--- src/rtl/vga_text_pixel_gen.sv ---
// Text-mode pixel source: VRAM cell fetch, font row fetch and palette/cursor colouring
// in a fixed 3-stage pipeline, with the screen position delayed to stay aligned with colour.
module vga_text_pixel_gen #(
  parameter int H_ACTIVE     = 640,
  parameter int V_ACTIVE     = 480,
  parameter int COLS         = 80,
  parameter int ROWS         = 30,
  parameter int BLINK_FRAMES = 30
) (
  input  logic        clk,
  input  logic        reset,
  input  logic        enable,
  input  logic [9:0]  pixel_counter,
  input  logic [9:0]  line_counter,
  output logic [11:0] vram_addr,
  input  logic [15:0] vram_data,
  output logic [11:0] font_addr,
  input  logic [7:0]  font_data,
  input  logic        cursor_en,
  input  logic [6:0]  cursor_col,
  input  logic [4:0]  cursor_row,
  output logic [7:0]  color_out,
  output logic [9:0]  pixel_out,
  output logic [9:0]  line_out
);
  localparam int BW = $clog2(BLINK_FRAMES);
  localparam logic [BW-1:0] BLINK_LAST = BW'(BLINK_FRAMES - 1);

  logic        clr;
  logic [6:0]  col;
  logic [4:0]  row;
  logic [3:0]  glyph_row;
  logic        active;
  logic [11:0] cell_addr;
  logic        cell_hit;
  logic        frame_start;

  // Stage 0 state
  logic        active_s0;
  logic [2:0]  pix_lo_s0;
  logic [3:0]  glyph_row_s0;
  logic        cell_hit_s0;
  logic [9:0]  pixel_s0;
  logic [9:0]  line_s0;
  logic [BW-1:0] blink_cnt;
  logic        blink_on;

  // Stage 1 state
  logic        active_s1;
  logic [2:0]  pix_lo_s1;
  logic [3:0]  fg_s1;
  logic [3:0]  bg_s1;
  logic        hit_s1;
  logic [9:0]  pixel_s1;
  logic [9:0]  line_s1;

  // Stage 2 combinational colour
  logic        pix_on;
  logic [3:0]  fg_eff;
  logic [3:0]  bg_eff;
  logic [7:0]  color_next;

  function automatic logic [7:0] palette(input logic [3:0] idx);
    logic [2:0] lvl;
    logic [1:0] blvl;
    lvl  = idx[3] ? 3'b111 : 3'b101;
    blvl = idx[3] ? 2'b11 : 2'b10;
    if (idx == 4'd8) begin
      palette = 8'b010_010_01;
    end else begin
      palette = {idx[2] ? lvl : 3'b000, idx[1] ? lvl : 3'b000, idx[0] ? blvl : 2'b00};
    end
  endfunction

  assign clr         = reset || !enable;
  assign col         = pixel_counter[9:3];
  assign row         = line_counter[8:4];
  assign glyph_row   = line_counter[3:0];
  assign active      = (pixel_counter < 10'(H_ACTIVE)) && (line_counter < 10'(V_ACTIVE));
  assign cell_addr   = 12'(row) * 12'(COLS) + 12'(col);
  assign frame_start = (pixel_counter == 10'd0) && (line_counter == 10'd0);

  // Out-of-range cursor coordinates are explicitly excluded so they can never match.
  assign cell_hit = (col == cursor_col) && (row == cursor_row) &&
                    (int'(cursor_col) < COLS) && (int'(cursor_row) < ROWS) &&
                    (glyph_row >= 4'd14);

  always_ff @(posedge clk) begin
    if (clr) begin
      vram_addr    <= '0;
      active_s0    <= 1'b0;
      pix_lo_s0    <= '0;
      glyph_row_s0 <= '0;
      cell_hit_s0  <= 1'b0;
      pixel_s0     <= '0;
      line_s0      <= '0;
    end else begin
      vram_addr    <= active ? cell_addr : 12'd0;
      active_s0    <= active;
      pix_lo_s0    <= pixel_counter[2:0];
      glyph_row_s0 <= glyph_row;
      cell_hit_s0  <= cell_hit;
      pixel_s0     <= pixel_counter;
      line_s0      <= line_counter;
    end
  end

  // Blink restarts in the visible half after any clear.
  always_ff @(posedge clk) begin
    if (clr) begin
      blink_cnt <= '0;
      blink_on  <= 1'b1;
    end else if (frame_start) begin
      if (blink_cnt == BLINK_LAST) begin
        blink_cnt <= '0;
        blink_on  <= ~blink_on;
      end else begin
        blink_cnt <= blink_cnt + 1'b1;
      end
    end
  end

  always_ff @(posedge clk) begin
    if (clr) begin
      font_addr <= '0;
      active_s1 <= 1'b0;
      pix_lo_s1 <= '0;
      fg_s1     <= '0;
      bg_s1     <= '0;
      hit_s1    <= 1'b0;
      pixel_s1  <= '0;
      line_s1   <= '0;
    end else begin
      font_addr <= {vram_data[7:0], glyph_row_s0};
      active_s1 <= active_s0;
      pix_lo_s1 <= pix_lo_s0;
      fg_s1     <= vram_data[11:8];
      bg_s1     <= vram_data[15:12];
      hit_s1    <= cursor_en && blink_on && cell_hit_s0;
      pixel_s1  <= pixel_s0;
      line_s1   <= line_s0;
    end
  end

  always_comb begin
    pix_on     = font_data[3'd7 - pix_lo_s1];
    fg_eff     = hit_s1 ? bg_s1 : fg_s1;
    bg_eff     = hit_s1 ? fg_s1 : bg_s1;
    color_next = 8'h00;
    if (active_s1) begin
      color_next = palette(pix_on ? fg_eff : bg_eff);
    end
  end

  always_ff @(posedge clk) begin
    if (clr) begin
      color_out <= '0;
      pixel_out <= '0;
      line_out  <= '0;
    end else begin
      color_out <= color_next;
      pixel_out <= pixel_s1;
      line_out  <= line_s1;
    end
  end

endmodule

--- config.mk ---
export PLATFORM = sky130hd
export DESIGN_NAME = vga_text_pixel_gen
export DESIGN_NICKNAME = d
export VERILOG_FILES = /design/src/rtl/vga_text_pixel_gen.sv
export SDC_FILE = /design/constraint.sdc
export NUM_CORES = 1
export LEC_CHECK = 0
export BUFFER_PORTS_ARGS = -buffer_cell sky130_fd_sc_hd__buf_2
export CORE_UTILIZATION = 50
export CTS_CLUSTER_SIZE = 40
export DETAILED_ROUTE_END_ITERATION = 6
export GPL_TIMING_DRIVEN = 0
export PLACE_DENSITY = 0.83
export SYNTH_ARGS = -nofsm -noshare
export SYNTH_HDL_FRONTEND = slang
export SYNTH_SLANG_ARGS = --single-unit
--- constraint.sdc ---
create_clock -name clk -period 3.7 [get_ports clk]
set_input_delay 0.37 -clock clk [delete_from_list [all_inputs] [get_ports clk]]
set_output_delay 0.37 -clock clk [all_outputs]
set_load 0.03 [all_outputs]
# After elaboration in Yosys (flattened, before gate mapping)

Index checks and enable logic that the tools add are counted.

Word-level logic and storage cells: 73
Output and inout bits: 52
Bits of input ports: 60
Bits in registers: 120

Add/sub/neg operators: 3
Reductions and logical operators: 18
Magnitude comparators: 6
Bitwise operators: 6
Mux-type cells: 12
Multiply operators: 1
Equality and inequality tests: 4

Operators by type and width:

| kind                                                                          | count |
|---|---|
| 10-bit zero test                                                              | 2 |
| 12-bit by 7-bit adder with 12-bit output                                      | 1 |
| 4-bit two-way mux                                                             | 3 |
| 4-bit OR reduction                                                            | 3 |
| 10-bit less-than comparator, second input constant                            | 1 |
| 10-bit by 9-bit less-than comparator with 1-bit output, second input constant | 1 |
| 1-bit logical AND                                                             | 8 |
| 5-bit by 3-bit multiplier with 8-bit output, second input constant            | 1 |
| 7-bit == test                                                                 | 1 |
| 7-bit less-than comparator, second input constant                             | 1 |
| 7-bit two-way mux                                                             | 1 |
| 2-bit two-way mux                                                             | 3 |
| 1-bit NOT                                                                     | 6 |
| 5-bit by 1-bit adder with 5-bit output, second input constant                 | 1 |
| 5-bit == test                                                                 | 1 |
| 5-bit == test, second input constant                                          | 1 |
| 5-bit less-than comparator, second input constant                             | 1 |
| 5-bit two-way mux                                                             | 1 |
| 4-bit == test, second input constant                                          | 1 |
| 4-bit greater-or-equal comparator, second input constant                      | 1 |
| 3-bit by 4-bit less-than comparator with 1-bit output, second input constant  | 1 |
| 2-bit OR reduction                                                            | 2 |
| 1-bit binary-select mux with 3-bit select                                     | 1 |
| 3-bit two-way mux                                                             | 1 |
| other kinds (5)                                                               | 6 |

# Longest topological paths before layout

Depth after elaboration: 7
Depth in mapped cells: 7
Mapped depth without buffers: 7

# Worst setup path after synthesis

OpenSTA, ideal clock, no wires.

Path type: input-to-reg
Start: in line_counter[9]
End: reg blink_cnt[3]
Arrival time: 2159 ps
Path buffers: 1
Stages on the path: 5
Setup time: 70 ps
Data required time: 3630 ps
Path slack: 1471 ps
Cells stage by stage: or4_2 or4_1 buf_2 or4_1 a21oi_1

Word-level cells in the longest chain between the ends: 2

Ends and longest elaborated chain:

| element              | RTL line | text |
|---|---|---|
| from (decl)          | 14       | `input logic [9:0] line_counter,` |
| 10-bit zero test     | 81       | `assign frame_start = (pixel_counter == 10'd0) && (line_counter == 10'd0);` |
| 1-bit logical AND    | 81       |  |
| to (signal assigned) | 118      | `blink_cnt <= blink_cnt + 1'b1;` |
| to (decl)            | 45       | `logic [BW-1:0] blink_cnt;` |

Every way passes these cells.
A chain may end at the register's enable or synchronous reset.

# Final worst setup path

Start: reg pix_lo_s1[0]
End: reg color_out[0]

Word-level cells in the longest chain between the ends: 7
Elaborated cells on any way between the ends: 8
Classes of those cells: add/sub: 1; eq/ne: 1; mux: 6

Ends and longest elaborated chain:

| element                                       | RTL line | text |
|---|---|---|
| from (decl)                                   | 50       | `logic [2:0] pix_lo_s1;` |
| from (signal assigned)                        | 136      | `pix_lo_s1 <= pix_lo_s0;` |
| 3-bit subtractor (*)                          | 146      | `pix_on = font_data[3'd7 - pix_lo_s1];` |
| 1-bit binary-select mux with 3-bit select (*) | 146      |  |
| 1-bit two-way mux (implied by the code) (*)   | 146      |  |
| 4-bit two-way mux (*)                         | 151      | `color_next = palette(pix_on ? fg_eff : bg_eff);` |
| 1-bit two-way mux                             | 67       | `blvl = idx[3] ? 2'b11 : 2'b10;` |
| 2-bit two-way mux                             | 71       | `palette = {idx[2] ? lvl : 3'b000, idx[1] ? lvl : 3'b000, idx[0] ? blvl : 2'b00};` |
| 7-bit two-way mux (*)                         | 68       | `if (idx == 4'd8) begin` |
| to (signal assigned)                          | 161      | `color_out <= color_next;` |
| to (decl)                                     | 22       | `output logic [7:0] color_out,` |

Every way passes the cells marked *; elsewhere a longest branch is shown, timed or not. The select of a mux whose other input is x is not followed.

==> impl_metrics.tcl <==
set metrics [dict create \
    status "complete, no violations" \
    r2r_slack_ps 1500 \
    critPathCaptureType "register" \
    cts_root_buffer "clkbuf_8" \
    std_cell_rows 31 \
    slew_violations 0 \
    hpwlAfterDp_um 6320 \
    max_cap_viol_count 0 \
    viasPerCell 5.08 \
    gp_congestion 0.870 \
    fmax_mhz 454 \
    synth.distinct_cells 51 \
    clock_path_buffers 2 \
    worstMarginPinSlew_ps 469 \
    fin_crit_ps 2200 \
    clock-sinks 104 \
    cts_setup_buffers 0 \
    seq_area_frac_synth_pct 53.6 \
    setup_violations 0 \
    fin_nets 562 \
    cts_max_level 3 \
    drt_iter0_markers 81 \
    cp_num_buf_inv 1 \
    cp_slowest_cell "mux4_2" \
    cts_tree "done" \
    syn_nets 440 \
    die_h_um 90.1 \
    fin_crit_sh_pct 59.5 \
    io-pin-count 112 \
    die_w_um 90.1 \
    startpoint_type "register" \
    reg2reg_from "pix_lo_s1[0]" \
    critPathKind "reg -> reg" \
    synth-edff-count 0 \
    clk_latency_ps 360 \
    fin_worst_skew_ps 11.9 \
    ir_drop_v 0.000222 \
    avgSynthCellArea_um2 10.6 \
    grt_first_pass_wirelength_um 13800 \
    initial_core_util_pct 52.7 \
    crit_end "color_out[0]" \
    setup_tns_ps 0 \
    cts-hold-fix-buffers 0 \
    wl_met3_um 529 \
    syn_area_mm2 0.00388 \
    dr.max_layer_used "met4" \
    async_flop_share_pct 0 \
    ant_nets 0 \
    path_clk_slew_ps 100 \
    setup.worst_path.start "pix_lo_s1[0]" \
    synth-warning-count 0 \
    synth_seq_cells 104 \
    antenna_cells 0 \
    port_buffers 111 \
    syn_inst 367 \
    m1WireLength_um 3420 \
    dieArea_mm2 0.00812 \
    worstPathRequired_ps 3940 \
    drt_wl_total_um 8450 \
    wl_per_cell_um 14.3 \
    globalRouteOverflowTotal 0 \
    rr_endpoint "color_out[0]" \
    cpLargestDelayFamily "multiplexers" \
    cts_buffers 9 \
    syn_to_final_growth_pct 23.5 \
    drive_gt1_share_pct 29.8 \
    grt_usage_pct 21.4 \
    dr.pass1.iters 5 \
    maxSlewHeadroom_pct 67.9 \
    rsz0062_at_grt "no" \
    grt_max_degree 19 \
    num_vias 3015 \
    crit_chain "mux4_2, mux2_2, clkbuf_1, or3_1, o311ai_0" \
    crit_cells 5 \
    crit_fanout 10 \
    wl_met2_um 4350 \
    hold_path.class "in -> reg" \
    arrival_ps 2440 \
    reg2reg_depth 5 \
    route.detailed.drc 0 \
    leakage_uw 0.00217 \
    antenna_found_initial 0 \
    synth_flop_cell "dfxtp_1" \
    nFillCells 593 \
    hold_viol 0 \
    grt_pass1_vias 2950 \
    fp.coreArea_mm2 0.00737 \
    cp_slowest_stage_delay_ps 560 \
    whs_ps 206 \
    p_per_area_mw_per_mm2 447 \
    cts_resized 0 \
]
[where the power goes]
group | internal [uW] | switching [uW]
sequential | 1140 | 9.94
combinational | 84.5 | 107
clock | 409 | 392
[cell usage in the layout (no fill, tap or decap), types with 5 or more instances in the layout]
cell / netlist / routed
o21ai_0: 9 / 9
nand3_1: 7 / 7
ha_1: 11 / 11
xor2_1: 7 / 7
clkbuf_8: 0 / 10
nor3b_1: 9 / 9
a21oi_1: 6 / 6
nand2_1: 11 / 11
xnor2_1: 6 / 6
buf_2: 1 / 112
or4_1: 8 / 8
nor4_1: 5 / 5
clkbuf_1: 11 / 11
dfxtp_1: 104 / 104
nor2_1: 11 / 11
buf_4: 6 / 6
inv_1: 9 / 9
and2_1: 79 / 79
[final cells by class]
cell class | instances | area [um2] | area share (%)
clock inverters | 6 | 96.3 | 2.01
repair buffers | 111 | 556 | 11.6
clock buffers | 10 | 138 | 2.87
well taps | 99 | 124 | 2.58
multi-input cells | 234 | 1660 | 34.6
plain buffers | 20 | 106 | 2.22
flip-flops and latches | 104 | 2080 | 43.4
inverters | 9 | 33.8 | 0.704
[cells in the mapped netlist (all sizes together) (5+ instances only)]
master	count	area (um2)
nor2	11	41.3
or4	10	77.6
ha	11	138
a21oi	6	30.0
inv	9	33.8
nor4	5	31.3
buf	9	65.1
o21ai	10	50.0
dfxtp	104	2080
nand3	7	35.0
xor2	7	61.3
clkbuf	11	41.3
xnor2	6	52.6
nor3b	9	67.6
nand2	11	41.3
and2	80	502
[sequential cells by signal (all words and copies together) (netlist names), 2 cells and up]
name          count
bg_s1             4
blink_cnt         5
color_out         6
fg_s1             4
font_addr        12
glyph_row_s0      3
line_out         10
line_s0           7
line_s1           6
pix_lo_s0         2
pix_lo_s1         2
pixel_out        10
pixel_s0          8
pixel_s1          8
vram_addr        12
[worst min-delay path by stage]
stage                 start       endpoint  slack [ps]  cells past startpoint
2_1_floorplan     active_s0      active_s1         410                      1
3_3_place_gp     line_s0[3]   font_addr[3]         410                      1
3_5_place_dp   pix_lo_s0[0]   pix_lo_s1[0]         410                      1
4_1_cts        vram_data[7]  font_addr[11]         190                      2
5_1_grt        vram_data[7]  font_addr[11]         190                      2
6_report       vram_data[7]  font_addr[11]         210                      2
[stage by stage]
stage                     setup slack [ps]  total power (uW)  std cells  area, um2  util, %
after CTS                             1500              2150        593       4800     65.1
after detailed placement              1210              1370        577       4560     61.9
after global placement                1260              1360        577       4560     61.9
after floorplan                       1470              1290        367       3880        -
after global routing                  1420              2230        593       4800     65.1
final                                 1500              2150        593       4800     65.1
[logic make-up after synthesis]
group,synth area share (%)
xor+xnor,2.93
flops,53.6
simple gates,25.1
compound gates,7.67
mux,2.48
fa+ha+maj,4.57
buf+inv,3.61
[per-layer routing]
layer / GRT usage [%] / vias up
met3: 3.98 / 15
met4: 8.33 / 0
met5: 0 / -
li1: - / 1492
met2: 38.4 / 135
met1: 25.0 / 1373
Note: power is estimated with default switching activity, not from simulation.
